[src/rtl/truth_table_pkg.sv]
// Shared types and sizing helpers for the truth-table sweeper.
package truth_table_pkg;

  typedef enum logic [1:0] {
    ST_IDLE = 2'd0,
    ST_RUN  = 2'd1,
    ST_DONE = 2'd2
  } tt_state_e;

  function automatic int calc_n_vec(input int n_in);
    return 1 << n_in;
  endfunction

  function automatic int calc_tbl_w(input int n_in, input int n_out);
    return n_out * calc_n_vec(n_in);
  endfunction

endpackage

[src/rtl/tt_vector_counter.sv]
// Walks the vector index, holding each index for DWELL cycles while running.
module tt_vector_counter #(
  parameter int N_IN  = 4,
  parameter int DWELL = 1
) (
  input  logic            clk,
  input  logic            rst_n,
  input  logic            i_run,
  output logic [N_IN-1:0] o_idx,
  output logic            o_sample,
  output logic            o_last
);

  localparam int DW_W = (DWELL > 1) ? $clog2(DWELL) : 1;
  localparam logic [DW_W-1:0] DW_LAST = DW_W'(DWELL - 1);

  logic [DW_W-1:0] r_dwell_cnt;
  logic [N_IN-1:0] r_idx;

  assign o_idx    = r_idx;
  assign o_sample = i_run && (r_dwell_cnt == DW_LAST);
  assign o_last   = (r_idx == {N_IN{1'b1}});

  // Counters park at zero whenever the sweep is not running, so a new
  // sweep always starts from vector 0 with a fresh dwell window.
  always_ff @(posedge clk or negedge rst_n) begin
    if (!rst_n) begin
      r_dwell_cnt <= '0;
      r_idx       <= '0;
    end else if (!i_run) begin
      r_dwell_cnt <= '0;
      r_idx       <= '0;
    end else if (o_sample) begin
      r_dwell_cnt <= '0;
      r_idx       <= r_idx + 1'b1;
    end else begin
      r_dwell_cnt <= r_dwell_cnt + 1'b1;
    end
  end

endmodule

[src/rtl/truth_table_sweeper.sv]
// Sweeps all input codes, captures the response table and counts mismatches.
module truth_table_sweeper
  import truth_table_pkg::*;
#(
  parameter int N_IN  = 4,
  parameter int N_OUT = 1,
  parameter int DWELL = 1
) (
  input  logic                                clk,
  input  logic                                rst_n,
  input  logic                                start,
  input  logic                                abort,
  input  logic [calc_tbl_w(N_IN, N_OUT)-1:0]  expected,
  output logic [N_IN-1:0]                     stim,
  input  logic [N_OUT-1:0]                    resp,
  output logic                                busy,
  output logic                                done,
  output logic [calc_tbl_w(N_IN, N_OUT)-1:0]  captured,
  output logic [N_IN:0]                       err_count,
  output logic                                err_valid,
  output logic [N_IN-1:0]                     first_err_idx
);

  localparam int N_VEC = calc_n_vec(N_IN);
  localparam int TBL_W = calc_tbl_w(N_IN, N_OUT);

  tt_state_e        r_state;
  logic             r_busy;
  logic             r_done;
  logic [TBL_W-1:0] r_exp;
  logic [TBL_W-1:0] r_captured;
  logic [N_IN:0]    r_err_count;
  logic             r_err_valid;
  logic [N_IN-1:0]  r_first_err;

  logic [N_IN-1:0]  w_idx;
  logic             w_sample;
  logic             w_last;
  logic             w_run;
  logic [N_OUT-1:0] w_exp_bits;
  logic             w_mismatch;

  assign w_run = (r_state == ST_RUN);

  tt_vector_counter #(
    .N_IN  (N_IN),
    .DWELL (DWELL)
  ) u_cnt (
    .clk      (clk),
    .rst_n    (rst_n),
    .i_run    (w_run),
    .o_idx    (w_idx),
    .o_sample (w_sample),
    .o_last   (w_last)
  );

  always_comb begin
    w_exp_bits = '0;
    for (int k = 0; k < N_OUT; k++) begin
      w_exp_bits[k] = r_exp[k*N_VEC + int'(w_idx)];
    end
  end

  assign w_mismatch = |(w_exp_bits ^ resp);

  // The counter index lingers for one cycle after an abort, so gate it.
  assign stim          = w_run ? w_idx : '0;
  assign busy          = r_busy;
  assign done          = r_done;
  assign captured      = r_captured;
  assign err_count     = r_err_count;
  assign err_valid     = r_err_valid;
  assign first_err_idx = r_first_err;

  always_ff @(posedge clk or negedge rst_n) begin
    if (!rst_n) begin
      r_state     <= ST_IDLE;
      r_busy      <= 1'b0;
      r_done      <= 1'b0;
      r_exp       <= '0;
      r_captured  <= '0;
      r_err_count <= '0;
      r_err_valid <= 1'b0;
      r_first_err <= '0;
    end else begin
      r_done <= 1'b0;
      case (r_state)
        ST_IDLE: begin
          if (start) begin
            r_exp       <= expected;
            r_captured  <= '0;
            r_err_count <= '0;
            r_err_valid <= 1'b0;
            r_first_err <= '0;
            r_busy      <= 1'b1;
            r_state     <= ST_RUN;
          end
        end
        ST_RUN: begin
          if (abort) begin
            r_busy  <= 1'b0;
            r_state <= ST_IDLE;
          end else if (w_sample) begin
            for (int k = 0; k < N_OUT; k++) begin
              r_captured[k*N_VEC + int'(w_idx)] <= resp[k];
            end
            if (w_mismatch) begin
              r_err_count <= r_err_count + 1'b1;
              if (!r_err_valid) begin
                r_err_valid <= 1'b1;
                r_first_err <= w_idx;
              end
            end
            if (w_last) begin
              r_busy  <= 1'b0;
              r_done  <= 1'b1;
              r_state <= ST_DONE;
            end
          end
        end
        ST_DONE: begin
          r_state <= ST_IDLE;
        end
        default: begin
          r_busy  <= 1'b0;
          r_state <= ST_IDLE;
        end
      endcase
    end
  end

endmodule

[config.mk]
export PLATFORM = sky130hd
export DESIGN_NAME = truth_table_sweeper
export DESIGN_NICKNAME = d
export VERILOG_FILES = /design/src/rtl/truth_table_pkg.sv /design/src/rtl/tt_vector_counter.sv /design/src/rtl/truth_table_sweeper.sv
export SDC_FILE = /design/constraint.sdc
export NUM_CORES = 1
export LEC_CHECK = 0
export CAP_MARGIN = 40
export CORE_UTILIZATION = 54
export DETAILED_ROUTE_END_ITERATION = 7
export GPL_ROUTABILITY_DRIVEN = 0
export PLACE_DENSITY_LB_ADDON = 0.2
export SYNTH_ARGS = -nofsm -noshare
export SYNTH_HDL_FRONTEND = slang
export SYNTH_SLANG_ARGS = --single-unit
[constraint.sdc]
create_clock -name clk -period 6.08 [get_ports clk]
set_input_delay 0.912 -clock clk [delete_from_list [all_inputs] [get_ports clk]]
set_output_delay 0.912 -clock clk [all_outputs]
set_load 0.05 [all_outputs]
# == Yosys cells after proc, flatten, opt, wreduce, memory -nomap -nowiden ==
# Cells that the tools add are included.
# word_totals
regBits,51
in_bits,21
# op_classes
addsub,3
magnitude_cmp,2
n_eq_ne,10
mux,44
n_bitwise,3
n_reduce_logical,10
# ops
op,n
$mux 16,3
$mux 4,8
$pmux 16 s2,1
$mux 5,4
$bwmux 16,1
$mux 1,16
$ne 2x2->1 const B,5
$pmux 5 s2,1
$mux 2,4
$pmux 4 s2,1
$reduce_and 4->1,2
$ne 3x3->1 const B,2
$reduce_and 6->1,1
$add 5x1->5 const B,1
$lt 4x5->1 const B,1
$reduce_and 5->1,1
$add 4x1->4 const B,1
$bmux 1 s4,1
$demux 1 s4,1
$eq 4x4->1 const B,1
$ge 4x1->1 const B,1
$pmux 2 s2,1
$pmux 1 s3,1
$reduce_and 3->1,1
other kinds (10),12

# == Longest topological paths before layout ==
# logic_depth
ltp_word,8
mapped_depth,8
ltp_nobuf,6

# == Modules after synthesis ==
# Synthesis repeated with hierarchy kept, for this count alone.
# unflattened
cells_unflattened,236
area_unflattened_um2,2508.7
# by_module_without_submodules
module,instances,cells_each,area_each_um2,seq_area_each_um2
truth_table_sweeper,1,217,2278.4,1151.1
tt_vector_counter,1,19,230.2,125.1

# == Least setup slack after synthesis ==
# Ideal clock, no wire load.
# synth_timing
kind,input to register
startpoint,input port start
endpoint,register r_exp[10]
setup_time_ns,0.125
arrival_time_ns,2.308
setup_slack_ns,3.647
path_stages,3
cell_sequence,nor3b_1 clkbuf_1 mux2_2
# synth_via
elab_chain_len,1
# synth_lines
item,line,rtl
start: declaration,truth_table_sweeper.sv:11,"input logic start,"
$reduce_and 2->1 (no line),--,
end signal: assignment,truth_table_sweeper.sv:90,r_exp <= expected;
end: declaration,truth_table_sweeper.sv:30,logic [TBL_W-1:0] r_exp;
# Every way passes these cells.
# A chain may end at the register's enable or synchronous reset.

# == Final worst setup path ==
# layout_timing
startpoint,register r_state[0]
endpoint,output port stim[2]
# layout_via
elab_chain_len,2
# layout_lines
item,line,rtl
start: declaration,truth_table_sweeper.sv:27,tt_state_e r_state;
start signal: assignment,truth_table_sweeper.sv:77,r_state <= ST_IDLE;
start signal: assignment,truth_table_sweeper.sv:96,r_state <= ST_RUN;
start signal: assignment,truth_table_sweeper.sv:102,r_state <= ST_IDLE;
$eq 2x1->1,truth_table_sweeper.sv:43,assign w_run = (r_state == ST_RUN);
$mux 4,truth_table_sweeper.sv:67,assign stim = w_run ? w_idx : '0;
end: declaration,truth_table_sweeper.sv:14,"output logic [N_IN-1:0] stim,"
# Every way passes these cells.

==> reports/qor.txt <==
ROUTE
----------------------------------------------------------------------------------------------------
Residual DRC count                                                                                 0
Total wire length                                                                            5110 um
DRT antenna net count                                                                              0
Detail-routed via count per cell                                                               5.791
Max layer used                                                                                  met4
Router iterations before antenna repair                                                            4
Routed wirelength normalized by instance count                                              15.97 um
Total number of vias                                                                            1853
Met3 routed WL                                                                                182 um
WL met1                                                                                      2326 um
Routed wire length on met2                                                                   2507 um
1st-iter DRT viols                                                                               271

MIN PATH
----------------------------------------------------------------------------------------------------
Hold path depth                                                                                    1
Worst min-delay path category                                                           register to register

GLOBAL ROUTE
----------------------------------------------------------------------------------------------------
First-pass GRT wire length                                                                   8466 um
Vias in the first global route                                                                  1805
Overall fraction of global-route tracks in use                                                0.2478
Largest net degree at the start of global routing                                                 32
Initial antenna violation count                                                                    0
Remaining Overflow, GRT                                                                            0

FINISH
----------------------------------------------------------------------------------------------------
Commonest cells after routing, fill and taps aside                                      sky130_fd_sc_hd__dfrtp_1, sky130_fd_sc_hd__clkdlybuf4s50_1, sky130_fd_sc_hd__o21ai_0
Number of antenna repair diodes                                                                    0
Summed area of non-filler cells in the final layout                                       3067 sq um
P&R area growth vs syn                                                                        27.46%
# nets final                                                                                     296
Ratio of cells with drive above 1 in the final layout                                         0.1407
Footprint of the multi-input gates                                                        1064 sq um
FF/Latch Area                                                                             1276 sq um
Filler instances                                                                                 314

CTS
----------------------------------------------------------------------------------------------------
TritonCTS clock tree                                                                           built
CTS hold repair buffers                                                                            0
Clk Latency, worst-skew pair                                                                  310 ps
CTS H-tree depth                                                                                   2
TritonCTS Buffers                                                                                  5
TritonCTS sink count                                                                              51
Maximum number of buffers from clock root to sink                                                  2
Clock-pin slew reported for the worst setup and hold paths after clock tree synthesis          80 ps
PostCTS Resize Cnt                                                                                 0
Clock tree root buffer cell                                                             sky130_fd_sc_hd__clkbuf_8
Buffers inserted during post-CTS setup optimization                                                0

SYNTHESIS
----------------------------------------------------------------------------------------------------
Syn Inst Count                                                                                   221
Yosys warnings                                                                                     0
Post-synthesis cell type with the largest combined area                                 sky130_fd_sc_hd__dfrtp_1
Fraction of the yosys area taken by sequential cells                                          0.5304
Leading post-synthesis cells by cell area                                               sky130_fd_sc_hd__dfrtp_1, sky130_fd_sc_hd__mux2_2, sky130_fd_sc_hd__o21ai_0, sky130_fd_sc_hd__a21oi_1, sky130_fd_sc_hd__mux4_2
Yosys top cell area share                                                                     0.5304
Count of unique library cells instantiated by Yosys                                               35
Post-synthesis area per instance                                                         10.89 sq um
Number of nets in the synthesized netlist                                                        247
Post-synthesis sequential element count                                                           51
Total standard cell area after synthesis                                                  2406 sq um

STA
----------------------------------------------------------------------------------------------------
Setup repair after global routing missed its margin                                            false
F_max                                                                                      318.2 MHz
Clock period minus final worst setup slack                                                   3142 ps
Setup total negative slack                                                                      0 ps
Count of pins over their slew limit                                                                0
Worst slew pin tran                                                                         684.5 ps
Worst slew margin relative to its limit                                                       0.5417
Final hold vios                                                                                    0
Worst hold slack                                                                            507.0 ps
Worst Clk Skew                                                                              10.51 ps
Final setup violating endpoints                                                                    0
Period utilisation layout                                                                     0.5168

DIE
----------------------------------------------------------------------------------------------------
Total die area                                                                            4727 sq um
Initial Util                                                                                  0.5806
Ports placed on the boundary                                                                      53
Floorplan core area                                                                       4144 sq um
Die outline width                                                                           68.75 um
Die span in y                                                                               68.75 um
Placement Rows                                                                                    23

JOB
----------------------------------------------------------------------------------------------------
Number of maximum-capacitance constraint violations                                                0

CRITICAL PATH
----------------------------------------------------------------------------------------------------
Data required time at the worst endpoint                                                     5170 ps
Arrival time reported for the critical path endpoint                                         2230 ps
Worst Setup Path Type                                                                   register to primary output
Critical Path Fanout Max                                                                          10
Reg2reg path depth                                                                                 6
Kind of capture point of the worst setup path                                           primary output
Kind of launch point of the worst setup path                                                register

PLACEMENT
----------------------------------------------------------------------------------------------------
PortBufs                                                                                          52
Placed Area                                                                               2979 sq um
Detailed placement HPWL                                                                      3755 um

POWER
----------------------------------------------------------------------------------------------------
Power per Cell Area                                                                     300.7 nW/um^2
Max rail drop VDD                                                                        0.0001775 V
Leakage power of the design                                                                 1.293 nW

RUN STATUS
----------------------------------------------------------------------------------------------------
Run status                                                                              finished clean

-- critical path, cell delays in order (launching register included) --
cell and delay [ps]:
sky130_fd_sc_hd__dfrtp_1 440, sky130_fd_sc_hd__nor2b_1 490, sky130_fd_sc_hd__and2_1 200, sky130_fd_sc_hd__clkdlybuf4s50_1 800
-- routing by layer --
metal | global-route usage | up-vias
met2 | 0.4105 | 55
li1 | - | 879
met4 | 0.06888 | 0
met3 | 0.05757 | 13
met1 | 0.3255 | 906
met5 | 0 | -
-- cell usage after synthesis (all sizes together) --
library cell,n
mux4,4
nor3,1
o21a,1
a21oi,19
ha,5
clkbuf,12
nor4,4
nand3,4
conb,1
buf,1
a31o,1
or2,3
and2,5
o22ai,1
nand2,12
mux2i,6
a22oi,3
o2bb2ai,1
nand4b,1
nor2,11
mux2,16
and3,1
o21ai,34
xor2,2
xnor2,1
nor2b,4
nand2b,4
o211ai,1
and4,1
a22o,4
nor3b,1
dfrtp,51
inv,5
-- area by class of cell --
class | instances | share of cell area
clock inverters | 1 | 0.001632
multi-input cells | 152 | 0.3468
flip-flops and latches | 51 | 0.4162
repair buffers | 55 | 0.1820
well taps | 50 | 0.02040
clock buffers | 6 | 0.02693
inverters | 5 | 0.006120
-- path summary, 6_finish.rpt --
path | startpoint | end | slack, ps
setup reg to reg | u_cnt.o_idx[0]$_DFFE_PN0N_ | first_err_idx[1]$_DFFE_PN0P_ | 3660
setup / recovery | r_state[0]$_DFFE_PN0P_ | stim[2] | 2940
min in group asynchronous | rst_n | first_err_idx[2]$_DFFE_PN0P_ | 550
hold / removal | r_exp[7]$_DFFE_PN0P_ | r_exp[7]$_DFFE_PN0P_ | 510
max in group asynchronous | rst_n | captured[14]$_DFFE_PN0P_ | 5000
hold reg to reg | r_exp[7]$_DFFE_PN0P_ | r_exp[7]$_DFFE_PN0P_ | 510
-- logic make-up after synthesis --
group                    share of synthesized area
other                                     0.001559
multiplexers                                0.1373
AO/OA/AOI/OAI                               0.1518
buffers and inverters                      0.02964
adder cells (fa/ha/maj)                    0.02600
flip-flops                                  0.5304
AND/OR/NAND/NOR                             0.1123
XOR/XNOR                                   0.01092
-- state kept, by name, summed over array words and instances, names as in the netlist --
register / cells
busy: 1
captured: 16
done: 1
err_count: 5
err_valid: 1
first_err_idx: 4
r_exp: 16
r_state: 2
u_cnt.o_idx: 4
u_cnt.r_dwell_cnt: 1
-- power by group --
| group | internal, mW | switching [mW] | leakage (nW) |
|---|---|---|---|
| Clock | 0.0895 | 0.107 | 0.0470 |
| Sequential | 0.386 | 0.0412 | 0.658 |
| Combinational | 0.127 | 0.172 | 0.588 |
| Total | 0.602 | 0.320 | 1.29 |
-- stage by stage --
step	power, mW	std cells	utilization	setup slack (ps)
floorplan	0.6311	221	-	3647
global route	0.9715	320	0.7400	2800
CTS	0.9283	320	0.7400	2927
finish	0.9222	320	0.7400	2938
global placement	0.7176	310	0.7086	3000
detailed placement	0.7347	313	0.7189	3271
No activity file was read; power rests on OpenSTA's default activity.
